### src/rtl/cw_pkg.sv
// rtl/cw_pkg.sv - shared codeword parameters and FSM state encoding
// Used by both the encoder and the decoder side of the codeword link.
package cw_pkg;

   localparam int CW_W_DEF      = 10;
   localparam int U_DEF         = 4;
   localparam int QMAX_DEF      = 63;
   localparam int NUM_WORDS_DEF = 10;

   typedef enum logic [2:0] {
      ST_IDLE   = 3'd0,
      ST_PREFIX = 3'd1,
      ST_SUFFIX = 3'd2,
      ST_EMIT   = 3'd3,
      ST_FIN    = 3'd4
   } cw_state_t;

endpackage

### src/rtl/encoder_main_if.sv
// rtl/encoder_main_if.sv - serial bit input, codeword output and control bundle
// master is the host/FIFO side, slave is the encoder.
interface encoder_main_if
   import cw_pkg::*;
#(
   parameter int CW_W = CW_W_DEF
) ();

   logic            start;
   logic            bin_msg;
   logic            bin_valid;
   logic            bin_ready;
   logic            fifo_full;
   logic [CW_W-1:0] cw_word;
   logic            cw_wr;
   logic            done;

   modport master (
      output start, bin_msg, bin_valid, fifo_full,
      input  bin_ready, cw_word, cw_wr, done
   );

   modport slave (
      input  start, bin_msg, bin_valid, fifo_full,
      output bin_ready, cw_word, cw_wr, done
   );

endinterface

### src/rtl/encoder_main.sv
// rtl/encoder_main.sv - unary-prefix / binary-suffix codeword encoder
// Quotient is sent as a run of ones ended by a zero (or saturating at QMAX), then U remainder bits MSB-first.
module encoder_main
   import cw_pkg::*;
#(
   parameter int CW_W      = CW_W_DEF,
   parameter int U         = U_DEF,
   parameter int QMAX      = QMAX_DEF,
   parameter int NUM_WORDS = NUM_WORDS_DEF
) (
   input logic            clk,
   input logic            rst_b,
   encoder_main_if.slave  bus
);

   localparam int QW  = (QMAX < 1) ? 1 : $clog2(QMAX + 1);
   localparam int WCW = $clog2(NUM_WORDS + 1);
   localparam int SCW = $clog2(U + 1);

   logic [1:0]      rst_sync_q;
   logic            rst_n;

   cw_state_t       state_q, state_d;
   logic [QW-1:0]   q_q, q_d;
   logic [U-1:0]    r_q, r_d;
   logic [SCW-1:0]  sfx_q, sfx_d;
   logic [WCW-1:0]  wc_q, wc_d;
   logic [CW_W-1:0] cw_word_q, cw_word_d;
   logic            bin_ready_q, bin_ready_d;
   logic            done_q, done_d;
   logic            accept;

   // Reset asserts immediately but releases on a clock edge, so the FSM never sees a partial release cycle.
   always_ff @(posedge clk or negedge rst_b) begin
      if (!rst_b) begin
         rst_sync_q <= 2'b00;
      end else begin
         rst_sync_q <= {rst_sync_q[0], 1'b1};
      end
   end

   assign rst_n  = rst_sync_q[1];
   assign accept = bus.bin_valid && bin_ready_q;

   always_comb begin
      state_d   = state_q;
      q_d       = q_q;
      r_d       = r_q;
      sfx_d     = sfx_q;
      wc_d      = wc_q;
      cw_word_d = cw_word_q;
      case (state_q)
         ST_IDLE: begin
            if (bus.start) begin
               state_d = ST_PREFIX;
               q_d     = '0;
               r_d     = '0;
               sfx_d   = '0;
               wc_d    = '0;
            end
         end
         ST_PREFIX: begin
            if (q_q == QW'(QMAX)) begin
               state_d = ST_SUFFIX;
            end else if (accept) begin
               if (bus.bin_msg) begin
                  q_d = q_q + QW'(1);
               end else begin
                  state_d = ST_SUFFIX;
               end
            end
         end
         ST_SUFFIX: begin
            if (accept) begin
               r_d = U'({r_q, bus.bin_msg});
               if (sfx_q == SCW'(U - 1)) begin
                  state_d   = ST_EMIT;
                  sfx_d     = '0;
                  cw_word_d = (CW_W'(q_q) << U) | CW_W'(r_d);
               end else begin
                  sfx_d = sfx_q + SCW'(1);
               end
            end
         end
         ST_EMIT: begin
            if (!bus.fifo_full) begin
               wc_d    = wc_q + WCW'(1);
               q_d     = '0;
               r_d     = '0;
               state_d = (wc_d < WCW'(NUM_WORDS)) ? ST_PREFIX : ST_FIN;
            end
         end
         ST_FIN: begin
            state_d = ST_IDLE;
         end
         default: begin
            state_d = ST_IDLE;
         end
      endcase
      // Ready is decoded from the next state so it is a flop output with no path from bin_valid.
      bin_ready_d = ((state_d == ST_PREFIX) && (q_d != QW'(QMAX))) || (state_d == ST_SUFFIX);
      done_d      = (state_d == ST_FIN);
   end

   always_ff @(posedge clk or negedge rst_n) begin
      if (!rst_n) begin
         state_q     <= ST_IDLE;
         q_q         <= '0;
         r_q         <= '0;
         sfx_q       <= '0;
         wc_q        <= '0;
         cw_word_q   <= '0;
         bin_ready_q <= 1'b0;
         done_q      <= 1'b0;
      end else begin
         state_q     <= state_d;
         q_q         <= q_d;
         r_q         <= r_d;
         sfx_q       <= sfx_d;
         wc_q        <= wc_d;
         cw_word_q   <= cw_word_d;
         bin_ready_q <= bin_ready_d;
         done_q      <= done_d;
      end
   end

   // The write strobe follows fifo_full in the same cycle so a word is never pushed into a full FIFO.
   assign bus.cw_wr     = (state_q == ST_EMIT) && !bus.fifo_full;
   assign bus.cw_word   = cw_word_q;
   assign bus.bin_ready = bin_ready_q;
   assign bus.done      = done_q;

endmodule

### src/flat_wrapper.sv
// flat-port wrapper written by rule: the top's interface ports become plain ports
module encoder_main_flat import cw_pkg::*;
#(
   parameter int CW_W      = CW_W_DEF,
   parameter int U         = U_DEF,
   parameter int QMAX      = QMAX_DEF,
   parameter int NUM_WORDS = NUM_WORDS_DEF
)
  (clk, rst_b, bus_start, bus_bin_msg, bus_bin_valid, bus_fifo_full, bus_bin_ready, bus_cw_word, bus_cw_wr, bus_done);
  encoder_main_if #(.CW_W(CW_W)) bus_i ();
  input logic clk;
  input logic rst_b;
  input wire logic [$bits(bus_i.start)-1:0] bus_start;
  input wire logic [$bits(bus_i.bin_msg)-1:0] bus_bin_msg;
  input wire logic [$bits(bus_i.bin_valid)-1:0] bus_bin_valid;
  input wire logic [$bits(bus_i.fifo_full)-1:0] bus_fifo_full;
  output wire logic [$bits(bus_i.bin_ready)-1:0] bus_bin_ready;
  output wire logic [$bits(bus_i.cw_word)-1:0] bus_cw_word;
  output wire logic [$bits(bus_i.cw_wr)-1:0] bus_cw_wr;
  output wire logic [$bits(bus_i.done)-1:0] bus_done;
  assign bus_i.start = bus_start;
  assign bus_i.bin_msg = bus_bin_msg;
  assign bus_i.bin_valid = bus_bin_valid;
  assign bus_i.fifo_full = bus_fifo_full;
  assign bus_bin_ready = bus_i.bin_ready;
  assign bus_cw_word = bus_i.cw_word;
  assign bus_cw_wr = bus_i.cw_wr;
  assign bus_done = bus_i.done;
  encoder_main #(.CW_W(CW_W), .U(U), .QMAX(QMAX), .NUM_WORDS(NUM_WORDS)) u_core (.clk(clk), .rst_b(rst_b), .bus(bus_i));
endmodule
### config.mk
export PLATFORM = sky130hd
export DESIGN_NAME = encoder_main_flat
export DESIGN_NICKNAME = d
export VERILOG_FILES = /design/src/rtl/cw_pkg.sv /design/src/rtl/encoder_main_if.sv /design/src/rtl/encoder_main.sv /design/src/flat_wrapper.sv
export SDC_FILE = /design/constraint.sdc
export NUM_CORES = 1
export LEC_CHECK = 0
export CAP_MARGIN = 0
export CORE_UTILIZATION = 45
export CTS_CLUSTER_DIAMETER = 200
export DETAILED_ROUTE_END_ITERATION = 8
export PLACE_DENSITY = 0.63
export SLEW_MARGIN = 20
export SYNTH_ARGS = -nofsm -noshare
export SYNTH_HDL_FRONTEND = slang
export SYNTH_SLANG_ARGS = --single-unit
### constraint.sdc
create_clock -name clk -period 2 [get_ports clk]
set_input_delay 0.6 -clock clk [delete_from_list [all_inputs] [get_ports clk]]
set_output_delay 0.6 -clock clk [all_outputs]
set_load 0.01 [all_outputs]
==> qor.yml <==
yosys:
  syn_area_um2: 1650
  ys_top_cells_by_area: "dfrtp_1 (50%), mux2_2 (6.8%), nand2_1 (5.0%), o21ai_0 (3.6%), nor2_1 (3.4%)"
  synth_nets: 169
  yosys.area.top_type: "dfrtp_1"
  yosysSeqAreaShare: 0.502
  ys_types: 45
  synth_ff_type: "dfrtp_1"
  synth-edff-count: 0
  postSynthAreaPerCell_um2: 10.3
  synthArstFlopShare: 1.00
  netlist_instances: 160
  synth.top_cell.area_share: 0.502
  synth_warnings: 0
  synth.ff_latch_count: 33
finish:
  drive_gt1_frac: 0.306
  fin_nets: 217
  syn_to_final_growth_pct: 32.5
  final_cells: 255
  diodes: 0
  design_area_um2: 2180
  nFillCells: 296
clocking:
  clk_latency_ns: 0.34
  holdBufCountCts: 0
  numClockSinks: 33
  max-clock-path-buffers: 2
  clk_pin_slew_ns: 0.09
  numCtsBuffers: 5
  htreeDepth: 2
  cts_tree: "yes"
  root_buffer: "clkbuf_4"
sta:
  tightest_slew_ns: 0.631
  fin_ws_ns: -0.00979
  period_needed_ns: 2.01
  skew_ns: 0.00847
  fin_tns_setup_ns: -0.00979
  rsz0062_at_grt: "true"
  fin_crit_sh: 1.00
  hold_viol: 0
  setup_viol: 1
  fmax_ghz: 0.498
  slew_headroom: 0.580
  slew_violations: 0
placed_design:
  dp_cells: 244
  placedInstanceArea_um2: 2050
  hpwl_um: 2630
  portBuffers: 18
  place_congestion: 0.808
  post-place-ws_ns: -0.529
grt:
  grt_usage: 0.201
  antenna_found_initial: 0
  grt_pass1_vias: 1361
  grt_first_pass_wirelength_um: 6090
  grt_max_degree: 18
  grt_overflow_total: 0
pwr:
  leakage_nw: 1.02
  power.total_mw: 2.25
  power_density_nw_per_um2: 1030
  ir_worst_vdd_mv: 0.608
worst_setup_path:
  required_ns: 2.22
  worst-path-max-fanout: 6
  cp-end-kind: "flop"
  r2r_end: "u_core.bus.bin_ready$_DFF_PN0_"
  critical_path_class: "in -> reg"
  r2r_start: "u_core.wc_q[1]$_DFFE_PN0P_"
  worstPathArrival_ns: 2.23
  rrSetupSlack_ns: 0.05
  r2r_cells: 7
  startpoint_type: "input pin"
routing:
  drc: 0
  vias: 1352
  drt_iter0_drc: 53
  routed_via_density: 5.30
  wl_per_cell_um: 13.8
  firstDrtPassIters: 4
  wirelength_um: 3510
  drtAntennaViolNets: 0
run_status:
  status: "finished with violations"
  violations: "negative setup slack"
die:
  die_w_um: 62.5
  initial_core_util: 0.482
  rows: 21
  design.core.area_um2: 3420
  die_area_um2: 3910
  ioPinCount: 19
  dieHeight_um: 62.5
min_path:
  hold_path.class: "reg -> async"
job:
  maxCapViolCount: 0
## flip-flops by register name, summed over array words and instances (netlist names)
name / count
u_core.bus.cw_word: 10
u_core.q_q: 6
u_core.wc_q: 4
u_core.r_q: 3
u_core.sfx_q: 3
u_core.state_q: 3
u_core.rst_sync_q: 2
u_core.bus.bin_ready: 1
u_core.bus.done: 1
## per-stage QoR
stage / hold WS (ns) / utilization
floorplan: 0.304 / -
CTS: 0.287 / 0.629
detailed placement: 0.284 / 0.599
global placement: 0.274 / 0.599
finish: 0.265 / 0.639
global route: 0.339 / 0.639
## cell type report
type	instances	area (um2)	share of cell area
Tap cell	46	57.6	0.0264
Clock buffer	7	65.1	0.0298
Sequential cell	33	826	0.378
Clock inverter	1	5.00	0.00229
Inverter	3	11.3	0.00516
Timing Repair Buffer	46	402	0.184
Multi-Input combinational cell	119	816	0.374
## worst max-delay path, cell delays in order
cell and delay, ns:
clkdlybuf4s50_1 0.49, nand2_1 0.17, nor3_1 0.27, nor2_1 0.10
nor3_4 0.20, a41oi_1 0.13, mux2_4 0.27
## power by group
part	internal [mW]	switching [mW]	total, mW
clock	0.204	0.220	0.424
sequential	0.747	0.0768	0.824
combinational	0.516	0.484	1.00
## how the worst max path moves through the flow
stage / from / to / slack, ns / cells after the start
3_5_place_dp: bus_fifo_full / bus_cw_wr / -0.53 / 4
3_3_place_gp: bus_fifo_full / bus_cw_wr / -0.53 / 4
5_1_grt: bus_bin_valid / u_core.bus.bin_ready$_DFF_PN0_ / -0.09 / 7
6_report: bus_bin_valid / u_core.bus.bin_ready$_DFF_PN0_ / -0.01 / 7
4_1_cts: bus_bin_valid / u_core.bus.cw_word[8]$_DFFE_PN0P_ / -0.006 / 5
2_1_floorplan: u_core.state_q[2]$_DFF_PN0_ / bus_cw_wr / 0.21 / 5
## synth_stat cells (2+ instances only)
cell,number
nand3b_1,2
and2_1,2
a211o_1,2
buf_6,2
a31oi_1,2
o21a_1,4
nand2_1,22
and3_1,2
nor3_1,4
nor2_1,15
mux2_2,10
nand2b_1,2
dfrtp_1,33
a21oi_1,6
ha_1,3
inv_1,3
o21ai_0,12
nand3_1,7
## routing by layer
layer | vias up | routed length (um) | track usage
met1 | 643 | 1620 | 0.257
li1 | 667 | - | -
met3 | 6 | 152 | 0.0365
met5 | - | 0 | 0
met2 | 36 | 1690 | 0.332
met4 | 0 | 48 | 0.0872
## timing repair
item / CTS / global route
setup buffers: 0 / 3
endpoints found under the setup margin: 2 / 11
hold endpoints to repair: 0 / 0
pin swaps: 2 / 1
resized for setup: 15 / 3
## logic make-up after synthesis
family	count (synthesis)	share of synthesized area
flip-flops	33	0.502
XOR/XNOR	1	0.00532
adder cells (fa/ha/maj)	3	0.0228
AO/OA/AOI/OAI	39	0.158
AND/OR/NAND/NOR	64	0.202
buffers and inverters	8	0.0304
other	1	0.00228
multiplexers	11	0.0775
## cell usage in the layout, fill, tap and decap left out, types with 2 or more instances in the layout
cell type        count
ha_1                 3
clkbuf_4             5
a211o_1              2
dfrtp_1             33
clkdlybuf4s50_1     15
clkbuf_8             2
a31oi_1              2
a21oi_1              5
nand2_1             22
o21ai_0             11
nor2_1              15
and2_1               2
buf_4               27
mux2_2              10
o21a_1               4
inv_1                2
dlygate4sd2_1        2
nor3_1               3
nand3_1              7
o21ai_1              2
nand3b_1             2
Power figures use the tool's default switching activity.
